<file path="src/rtl/axi_cdc_dst_drain_ctrl_pkg.sv">
// Shared AXI channel and bundle types for the CDC destination-side drain controller.
package axi_cdc_dst_drain_ctrl_pkg;

    localparam int unsigned IdWidth   = 4;
    localparam int unsigned AddrWidth = 32;
    localparam int unsigned DataWidth = 32;
    localparam int unsigned StrbWidth = DataWidth / 8;

    typedef logic [IdWidth-1:0]   id_t;
    typedef logic [AddrWidth-1:0] addr_t;
    typedef logic [DataWidth-1:0] data_t;
    typedef logic [StrbWidth-1:0] strb_t;

    typedef struct packed {
        id_t        id;
        addr_t      addr;
        logic [7:0] len;
        logic [2:0] size;
        logic [1:0] burst;
    } ax_chan_t;

    typedef struct packed {
        data_t data;
        strb_t strb;
        logic  last;
    } w_chan_t;

    typedef struct packed {
        id_t        id;
        logic [1:0] resp;
    } b_chan_t;

    typedef struct packed {
        id_t        id;
        data_t      data;
        logic [1:0] resp;
        logic       last;
    } r_chan_t;

    typedef struct packed {
        ax_chan_t aw;
        logic     aw_valid;
        w_chan_t  w;
        logic     w_valid;
        logic     b_ready;
        ax_chan_t ar;
        logic     ar_valid;
        logic     r_ready;
    } dst_axi_req_t;

    typedef struct packed {
        logic    aw_ready;
        logic    w_ready;
        b_chan_t b;
        logic    b_valid;
        logic    ar_ready;
        r_chan_t r;
        logic    r_valid;
    } dst_axi_resp_t;

endpackage

</file>
<file path="src/rtl/axi_cdc_dst_drain_ctrl_txn_cnt.sv">
// Saturating up/down transaction counter; a decrement at zero holds zero and flags underflow.
module axi_cdc_txn_cnt #(
    parameter int unsigned Max   = 8,
    parameter int unsigned Width = $clog2(Max + 1)
) (
    input  logic             clk_i,
    input  logic             rst_ni,
    input  logic             inc_i,
    input  logic             dec_i,
    output logic [Width-1:0] count_o,
    output logic             is_zero_o,
    output logic             is_max_o,
    output logic             underflow_o
);

    localparam logic [Width-1:0] MaxCount = Width'(Max);

    logic [Width-1:0] count_q, count_d;

    always_comb begin
        count_d     = count_q;
        underflow_o = dec_i && (count_q == '0);
        if (inc_i && !dec_i && (count_q != MaxCount)) begin
            count_d = count_q + Width'(1);
        end else if (dec_i && !inc_i && (count_q != '0)) begin
            count_d = count_q - Width'(1);
        end
    end

    always_ff @(posedge clk_i) begin
        if (!rst_ni) begin
            count_q <= '0;
        end else begin
            count_q <= count_d;
        end
    end

    assign count_o   = count_q;
    assign is_zero_o = (count_q == '0);
    assign is_max_o  = (count_q >= MaxCount);

endmodule

</file>
<file path="src/rtl/axi_cdc_dst_drain_ctrl.sv">
// Drain/isolation controller on the destination master side of an AXI CDC: caps outstanding
// transactions, stops new AW/AR on request and reports isolation once everything has completed.
module axi_cdc_dst_drain_ctrl
    import axi_cdc_dst_drain_ctrl_pkg::*;
#(
    parameter int unsigned MaxWrTxns = 8,
    parameter int unsigned MaxRdTxns = 8,
    parameter type axi_req_t  = dst_axi_req_t,
    parameter type axi_resp_t = dst_axi_resp_t
) (
    input  logic      dst_clk_i,
    input  logic      dst_rst_ni,
    input  axi_req_t  slv_req_i,
    output axi_resp_t slv_resp_o,
    output axi_req_t  mst_req_o,
    input  axi_resp_t mst_resp_i,
    input  logic      isolate_i,
    output logic      isolated_o,
    output logic      cnt_err_o
);

    localparam int unsigned WrCntW = $clog2(MaxWrTxns + 1);
    localparam int unsigned RdCntW = $clog2(MaxRdTxns + 1);

    typedef enum logic [1:0] {NORMAL, DRAIN, ISOLATED} state_e;

    state_e state_q, state_d;
    logic   cnt_err_q, cnt_err_d;

    logic aw_allow, w_allow, ar_allow;
    logic aw_hs, w_last_hs, b_hs, ar_hs, r_last_hs;

    logic [WrCntW-1:0] wr_cnt, w_pend;
    logic [RdCntW-1:0] rd_cnt;
    logic wr_zero, wr_max, wr_uflow;
    logic wp_zero, wp_max, wp_uflow;
    logic rd_zero, rd_max, rd_uflow;
    logic unused_obs;

    // Allows depend only on registered state, so no ready ever feeds back into a valid.
    always_comb begin
        aw_allow = (state_q == NORMAL) && !wr_max;
        ar_allow = (state_q == NORMAL) && !rd_max;
        w_allow  = !wp_zero;
    end

    assign aw_hs     = slv_req_i.aw_valid && aw_allow && mst_resp_i.aw_ready;
    assign w_last_hs = slv_req_i.w_valid && w_allow && mst_resp_i.w_ready && slv_req_i.w.last;
    assign b_hs      = mst_resp_i.b_valid && slv_req_i.b_ready;
    assign ar_hs     = slv_req_i.ar_valid && ar_allow && mst_resp_i.ar_ready;
    assign r_last_hs = mst_resp_i.r_valid && slv_req_i.r_ready && mst_resp_i.r.last;

    always_comb begin
        mst_req_o          = slv_req_i;
        mst_req_o.aw_valid = slv_req_i.aw_valid & aw_allow;
        mst_req_o.w_valid  = slv_req_i.w_valid & w_allow;
        mst_req_o.ar_valid = slv_req_i.ar_valid & ar_allow;

        slv_resp_o          = mst_resp_i;
        slv_resp_o.aw_ready = mst_resp_i.aw_ready & aw_allow;
        slv_resp_o.w_ready  = mst_resp_i.w_ready & w_allow;
        slv_resp_o.ar_ready = mst_resp_i.ar_ready & ar_allow;
    end

    axi_cdc_txn_cnt #(.Max(MaxWrTxns), .Width(WrCntW)) u_wr_cnt (
        .clk_i(dst_clk_i), .rst_ni(dst_rst_ni), .inc_i(aw_hs), .dec_i(b_hs),
        .count_o(wr_cnt), .is_zero_o(wr_zero), .is_max_o(wr_max), .underflow_o(wr_uflow)
    );

    axi_cdc_txn_cnt #(.Max(MaxWrTxns), .Width(WrCntW)) u_w_pend (
        .clk_i(dst_clk_i), .rst_ni(dst_rst_ni), .inc_i(aw_hs), .dec_i(w_last_hs),
        .count_o(w_pend), .is_zero_o(wp_zero), .is_max_o(wp_max), .underflow_o(wp_uflow)
    );

    axi_cdc_txn_cnt #(.Max(MaxRdTxns), .Width(RdCntW)) u_rd_cnt (
        .clk_i(dst_clk_i), .rst_ni(dst_rst_ni), .inc_i(ar_hs), .dec_i(r_last_hs),
        .count_o(rd_cnt), .is_zero_o(rd_zero), .is_max_o(rd_max), .underflow_o(rd_uflow)
    );

    // Counts are kept for observation; w_pend cannot underflow or saturate because W is gated on it.
    assign unused_obs = ^{wr_cnt, w_pend, rd_cnt, wp_max, wp_uflow};

    always_comb begin
        state_d   = state_q;
        cnt_err_d = cnt_err_q | wr_uflow | rd_uflow;
        unique case (state_q)
            NORMAL: begin
                if (isolate_i) state_d = DRAIN;
            end
            DRAIN: begin
                if (!isolate_i) begin
                    state_d = NORMAL;
                end else if (wr_zero && wp_zero && rd_zero && !b_hs && !r_last_hs) begin
                    state_d = ISOLATED;
                end
            end
            ISOLATED: begin
                if (!isolate_i) state_d = NORMAL;
            end
            default: state_d = NORMAL;
        endcase
    end

    always_ff @(posedge dst_clk_i) begin
        if (!dst_rst_ni) begin
            state_q   <= NORMAL;
            cnt_err_q <= 1'b0;
        end else begin
            state_q   <= state_d;
            cnt_err_q <= cnt_err_d;
        end
    end

    assign isolated_o = (state_q == ISOLATED);
    assign cnt_err_o  = cnt_err_q;

endmodule

</file>
<file path="config.mk">
export PLATFORM = sky130hd
export DESIGN_NAME = axi_cdc_dst_drain_ctrl
export DESIGN_NICKNAME = d
export VERILOG_FILES = /design/src/rtl/axi_cdc_dst_drain_ctrl_pkg.sv /design/src/rtl/axi_cdc_dst_drain_ctrl_txn_cnt.sv /design/src/rtl/axi_cdc_dst_drain_ctrl.sv
export SDC_FILE = /design/constraint.sdc
export NUM_CORES = 1
export LEC_CHECK = 0
export ABC_AREA = 0
export BUFFER_PORTS_ARGS = -buffer_cell sky130_fd_sc_hd__buf_2
export CORE_AREA = 2 2 148 150
export DETAILED_ROUTE_END_ITERATION = 12
export DIE_AREA = 0 0 150 152
export SLEW_MARGIN = 25
export SYNTH_ARGS = -nofsm -noshare
export SYNTH_HDL_FRONTEND = slang
export SYNTH_SLANG_ARGS = --single-unit
</file>
<file path="constraint.sdc">
create_clock -name dst_clk_i -period 5.54 [get_ports dst_clk_i]
set_input_delay 1.108 -clock dst_clk_i [delete_from_list [all_inputs] [get_ports dst_clk_i]]
set_output_delay 1.108 -clock dst_clk_i [all_outputs]
set_load 0.01 [all_outputs]
</file>
# == After elaboration in Yosys (flattened, before gate mapping) ==
# Cells that the tools add are included.
# word_totals
inputBits,193
out_inout_bits,192
wordCells,89
ff_bits,15
# classes
reduce_logical,49
n_mux,11
n_lt_le_gt_ge,2
n_addsub,6
n_eq_ne,8
bitwise_logic,8
# ops
op,count
logical AND 1 bit,30
two-way mux 4 bit,6
"adder 4 x 1 -> 4 bit, second input constant",3
zero test 4 bit,3
"inequality test 4 bit, second input constant",3
nonzero test 4 bit,3
"subtractor 4 x 1 -> 4 bit, second input constant",3
">= comparator 4 bit, second input constant",2
zero test 1 bit,8
two-way mux 2 bit,4
bitwise AND 1 bit,6
case mux 2 bit (3 select lines),1
nonzero test 2 bit,3
"inequality test 2 bit, second input constant",2
"inequality test 3 bit, second input constant",1
AND reduction 3 bit,1
"equality test 2 x 1 -> 1 bit, second input constant",1
"equality test 2 bit, second input constant",1
zero test 2 bit,1
OR 1 bit,2

# == Depth between registers and ports, before layout ==
# logic_depth
depth_word,10
depth_mapped,9
depth_no_buf,9

# == Modules after synthesis ==
# From an unflattened synthesis, not the netlist that was laid out.
# hier_totals
hier_cells,311
area_unflattened_um2,2553.7
# by_module_without_submodules
module,area_per_inst_um2,seq_area_each_um2,instances,cells_per_inst
axi_cdc_dst_drain_ctrl,1611.5,60.1,1,209
axi_cdc_txn_cnt,314.1,80.1,3,34

# == Worst setup path before layout ==
# No wires, ideal clock.
# synth_timing
kind,input port to flip-flop
from,input port slv_req_i[1] in the netlist's numbering
to,"register u_rd_cnt.count_q[3], in the netlist u_rd_cnt.count_o[3]"
required_time_ps,5425
t_arrival_ps,3077
slack_ps,2348
path_buffers,0
setup_time_ps,115
path_stages,9
cell_sequence,nor4b_1 -> and3_1 -> inv_1 -> ha_1 -> a21o_1 -> a21oi_1 -> mux2i_1 -> xnor2_1 -> and2_1
# synth_via
elab_chain_len,6
elab_cells_between_ends,9
cone_classes,1 x mux; 8 x reduce/logical
# synth_lines
element,line,text
from (decl),axi_cdc_dst_drain_ctrl.sv:13,"input axi_req_t slv_req_i,"
logical AND 1 bit (*) (2 in series),axi_cdc_dst_drain_ctrl.sv:50,assign ar_hs = slv_req_i.ar_valid && ar_allow && mst_resp_i.ar_ready;
zero test 1 bit,axi_cdc_dst_drain_ctrl_txn_cnt.sv:25,end else if (dec_i && !inc_i && (count_q != '0)) begin
logical AND 1 bit (2 in series),axi_cdc_dst_drain_ctrl_txn_cnt.sv:25,
nonzero test 2 bit (no line),--,
to (signal assigned),axi_cdc_dst_drain_ctrl_txn_cnt.sv:34,count_q <= count_d;
to (decl),axi_cdc_dst_drain_ctrl_txn_cnt.sv:18,"logic [Width-1:0] count_q, count_d;"
# Mark *: on every way between the ends. The rest lies on a longest branch, timed or not.
# A chain may end at the register's enable or synchronous reset.

# == Worst setup path in the final report ==
# Same ends and word-level chain as after synthesis.

==> impl_summary.md <==
Logic synthesis
The Yosys step of the flow raised 0 warnings. In this run, synthesis produced a sequential element count of 15. Of all cell types, the one taking the most synthesized area is sky130_fd_sc_hd__buf_4. The synthesized area is about 2400 um^2.

After synthesis, the netlist uses 34 different library cells. The synthesized area per cell is ~8 um^2. Counting flops with a built-in enable in the synthesized netlist gives 0. The share of flip-flops with an asynchronous set or reset is 0%.

After synthesis, the largest area contributor takes up about 58% of total cell area. The sequential-to-total area share from yosys stat is 12.6%. The most common flop cell mapped by yosys is sky130_fd_sc_hd__dfxtp_1. The number of nets handed over by synthesis was approximately 490. In the synthesized netlist, the number of instances is 290.

Ranked by total cell area, the synthesized netlist is headed by sky130_fd_sc_hd__buf_4 (58%), sky130_fd_sc_hd__dfxtp_1 (13%), sky130_fd_sc_hd__ha_1 (3.2%).

Layout
The share of layout cells above drive strength 1 is roughly 28%. The post-route core utilization is around 7.4%. The area added between synthesis and finish is -33.7%. At the end of the flow, the number of nets in the layout was about 340.

Placement
The HPWL after detailed placement is ~5400 um. The count of buffers added on input and output ports is 28. Timing analysis after detailed placement gives a worst setup slack of ~2300 ps. The final weighted congestion in routability-driven placement is approximately 0.65.

Die
Row generation in the floorplan step produced 54 rows. The number of top-level pins is 385. The core region is between 20000 and 25000 um^2. The width of the die is 150 um. The starting density of the core is between 10% and 20%. The die footprint is 22800 um^2.

The height of the die is approximately 150 um.

Setup path
Setup slack on the worst reg-to-reg path comes out at roughly 3000 ps. Traced cell by cell, the critical path runs through buf_2 -> nor4b_1 -> and3_1 -> inv_1 -> ha_1 -> a21o_1 -> a21oi_1 -> mux2i_1 -> xnor2_1 -> and2_1. The top fanout value on the critical path is 5.

The kind of end point of the critical path is a register. The slowest cell on the critical path is sky130_fd_sc_hd__nor4b_1. The critical path data required time is 5680 ps. The nature of the critical path startpoint is a primary input. The largest incremental delay on the critical path is 390 ps. Counting cells, the worst reg-to-reg path comes to 9. STA puts the critical path data arrival time at 3100 ps. The classification of the worst setup path is primary input to register.

Detailed routing
In the final routed layout, each cell accounts on average for about 15 um. Using the TritonRoute via totals, the vias-per-cell ratio works out to approximately 2.7. The remaining number of nets flagged by the antenna check after routing is 0. The total DRC errors in the routed layout is 0. The number of vias in the routed layout is roughly 1200. The count of TritonRoute iterations in the first routing pass is 4. For this block, the initial DRC count from the detailed router was 32. The total wire length after detailed routing is roughly 6400 um.

GRT
The wire length of the first global-routing pass is 8200 um. In the global route stage, met2 resource usage came out at around 6.1%. The met1 track demand over resource is 3.85%.

The initial antenna violation count is 1. Global routing used around 5.4% of the available tracks across all layers. The aggregate global routing overflow is 0. The most utilized layer in the global route result is met4. The met3 layer usage reported by global route is 5.44%. The number of global-route vias before repair is ~1100. The maximum number of pins on one net before global-route repair is 17.

Power
For this design the static power due to leakage is between 0.5 and 0.6 nW. The total power after layout is between 500 and 600 uW. The maximum VDD drop is approximately 0.096 mV. In this run the power density over the cells is about 330 nW/um^2.

STA
The worst clock skew is roughly 9.4 ps. The tightest hold path in the finished design has a slack of 525 ps. The count of endpoints failing setup in the final report is 0.

Subtracting the final worst setup slack from the clock period gives about 3000 ps. Static timing analysis puts the maximum clock frequency at roughly 340 MHz. Setup repair after global routing left no endpoint under its margin.

The tightest slew margin relative to the limit is between 50% and 60%. At the pin with the least slew margin, the transition time is 626 ps. The portion of the clock cycle consumed by the worst path in the final layout is 53.6%. The number of failing hold endpoints at the final stage is 0. The final critical-path setup slack is 2570 ps. Summed over all failing endpoints, the final setup total negative slack is 0 ps. The number of slew-limit violations in the final report is 0.

CTS
The count of hold buffers inserted by post-cts repair is 0. The clock-pin transition on the worst setup and hold timing paths is around 60 ps. The number of buffers added by the clock tree synthesis step is 3. The number of cells upsized or downsized after cts is 0. TritonCTS built the clock tree. The number of post-CTS setup repair buffers is 0. In this run the number of H-tree levels came out at 1.

In this run the deepest clock path goes through 2 buffers. The CTS sink count is 15. The clock tree root driver cell is sky130_fd_sc_hd__clkbuf_16. For the worst-skew pair, the clock arrives at the later sink with an insertion delay of between 200 and 300 ps.

Status
The run finished with clean final reports.

Worst hold path
The type of the tightest min-delay check is register to register. The number of cells traversed by the worst hold path is 2.

Job
The number of violations of the max-capacitance limit is 0.
==> cells by family (layout without fill, tap and decap cells) <==
kind of cell	after synthesis	count (layout)	share of synthesized area, %
muxes	6	6	2.52
other	0	1	0
AOI/OAI and AO/OA	20	20	6.36
xor gates and xnor gates	8	8	2.94
buffers and inverters	186	34	58.3
adders and majority gates	9	9	5.67
DFF	15	15	12.6
and+or+nand+nor	46	46	11.6
==> final timing paths <==
path                    endpoint                 from
min reg2reg  u_w_pend.count_o[2]  u_w_pend.count_o[2]
max          u_rd_cnt.count_o[3]         slv_req_i[1]
min          u_w_pend.count_o[2]  u_w_pend.count_o[2]
max reg2reg  u_w_pend.count_o[3]  u_w_pend.count_o[1]
==> critical path, delay by kind of cell <==
family | cells | cell delay (ps)
adder cells (fa/ha/maj) | 1 | 280
multiplexers | 1 | 230
buffers and inverters | 2 | 200
AND/OR/NAND/NOR | 3 | 860
AO/OA/AOI/OAI | 2 | 340
XOR/XNOR | 1 | 80
==> cells in the mapped netlist (2+ instances only) <==
| master | number |
|---|---|
| sky130_fd_sc_hd__buf_4 | 184 |
| sky130_fd_sc_hd__dfxtp_1 | 15 |
| sky130_fd_sc_hd__nand3_1 | 10 |
| sky130_fd_sc_hd__ha_1 | 6 |
| sky130_fd_sc_hd__mux2i_1 | 6 |
| sky130_fd_sc_hd__nor2_1 | 6 |
| sky130_fd_sc_hd__nor2b_1 | 6 |
| sky130_fd_sc_hd__xnor2_1 | 5 |
| sky130_fd_sc_hd__a21oi_1 | 4 |
| sky130_fd_sc_hd__and2_1 | 4 |
| sky130_fd_sc_hd__nand2_1 | 4 |
| sky130_fd_sc_hd__o21ai_0 | 4 |
| sky130_fd_sc_hd__a21o_1 | 3 |
| sky130_fd_sc_hd__fa_1 | 3 |
| sky130_fd_sc_hd__nor3_1 | 3 |
| sky130_fd_sc_hd__nor4_1 | 3 |
| sky130_fd_sc_hd__nor4b_1 | 3 |
| sky130_fd_sc_hd__xor2_1 | 3 |
| sky130_fd_sc_hd__and3_1 | 2 |
| sky130_fd_sc_hd__or3_1 | 2 |
==> state kept, by name, indices dropped and copies added, names as in the netlist <==
signal and cells:
u_rd_cnt.count_o 4, u_w_pend.count_o 4, u_wr_cnt.count_o 4, state_q 2, cnt_err_o 1
==> final cells by class <==
type	instances	area [um^2]
Antenna cell	1	2.50
Fill cell	2525	19800
Clock buffer	3	75.1
Multi-Input combinational cell	89	693
Tap cell	280	350
Inverter	1	3.75
Timing Repair Buffer	29	148
Sequential cell	15	300
Clock inverter	1	7.51
==> power breakdown <==
group | switching, mW | leakage, nW | internal [mW]
Sequential | 0.0300 | 0.123 | 0.130
Combinational | 0.111 | 0.428 | 0.101
Clock | 0.0480 | 0.0371 | 0.0972
Total | 0.189 | 0.588 | 0.328
==> layer usage <==
metal,vias to the layer above,routed length (um)
met5,-,0
met4,0,1120
met3,96,1440
met2,133,2270
met1,466,1590
li1,456,-
==> stage by stage <==
stage,std cells,instance area [um^2]
final,419,1580
after global routing,418,1580
after CTS,418,1580
after detailed placement,414,1500
after global placement,414,1500
after floorplan,290,2380
==> cells in the final DEF (no fill, tap or decap), drive strengths merged, types with 2 or more instances in the layout <==
master  count
clkbuf      3
xnor2       5
nor2        6
nor4b       4
ha          6
and2        4
mux2i       6
buf        29
o21ai       4
nor4        3
a21oi       4
and3        2
dfxtp      15
fa          3
xor2        3
nor2b       6
a21boi      3
or3         2
nand3      10
a21o        3
nand2       5
nor3        3
Power figures use the tool's default switching activity.
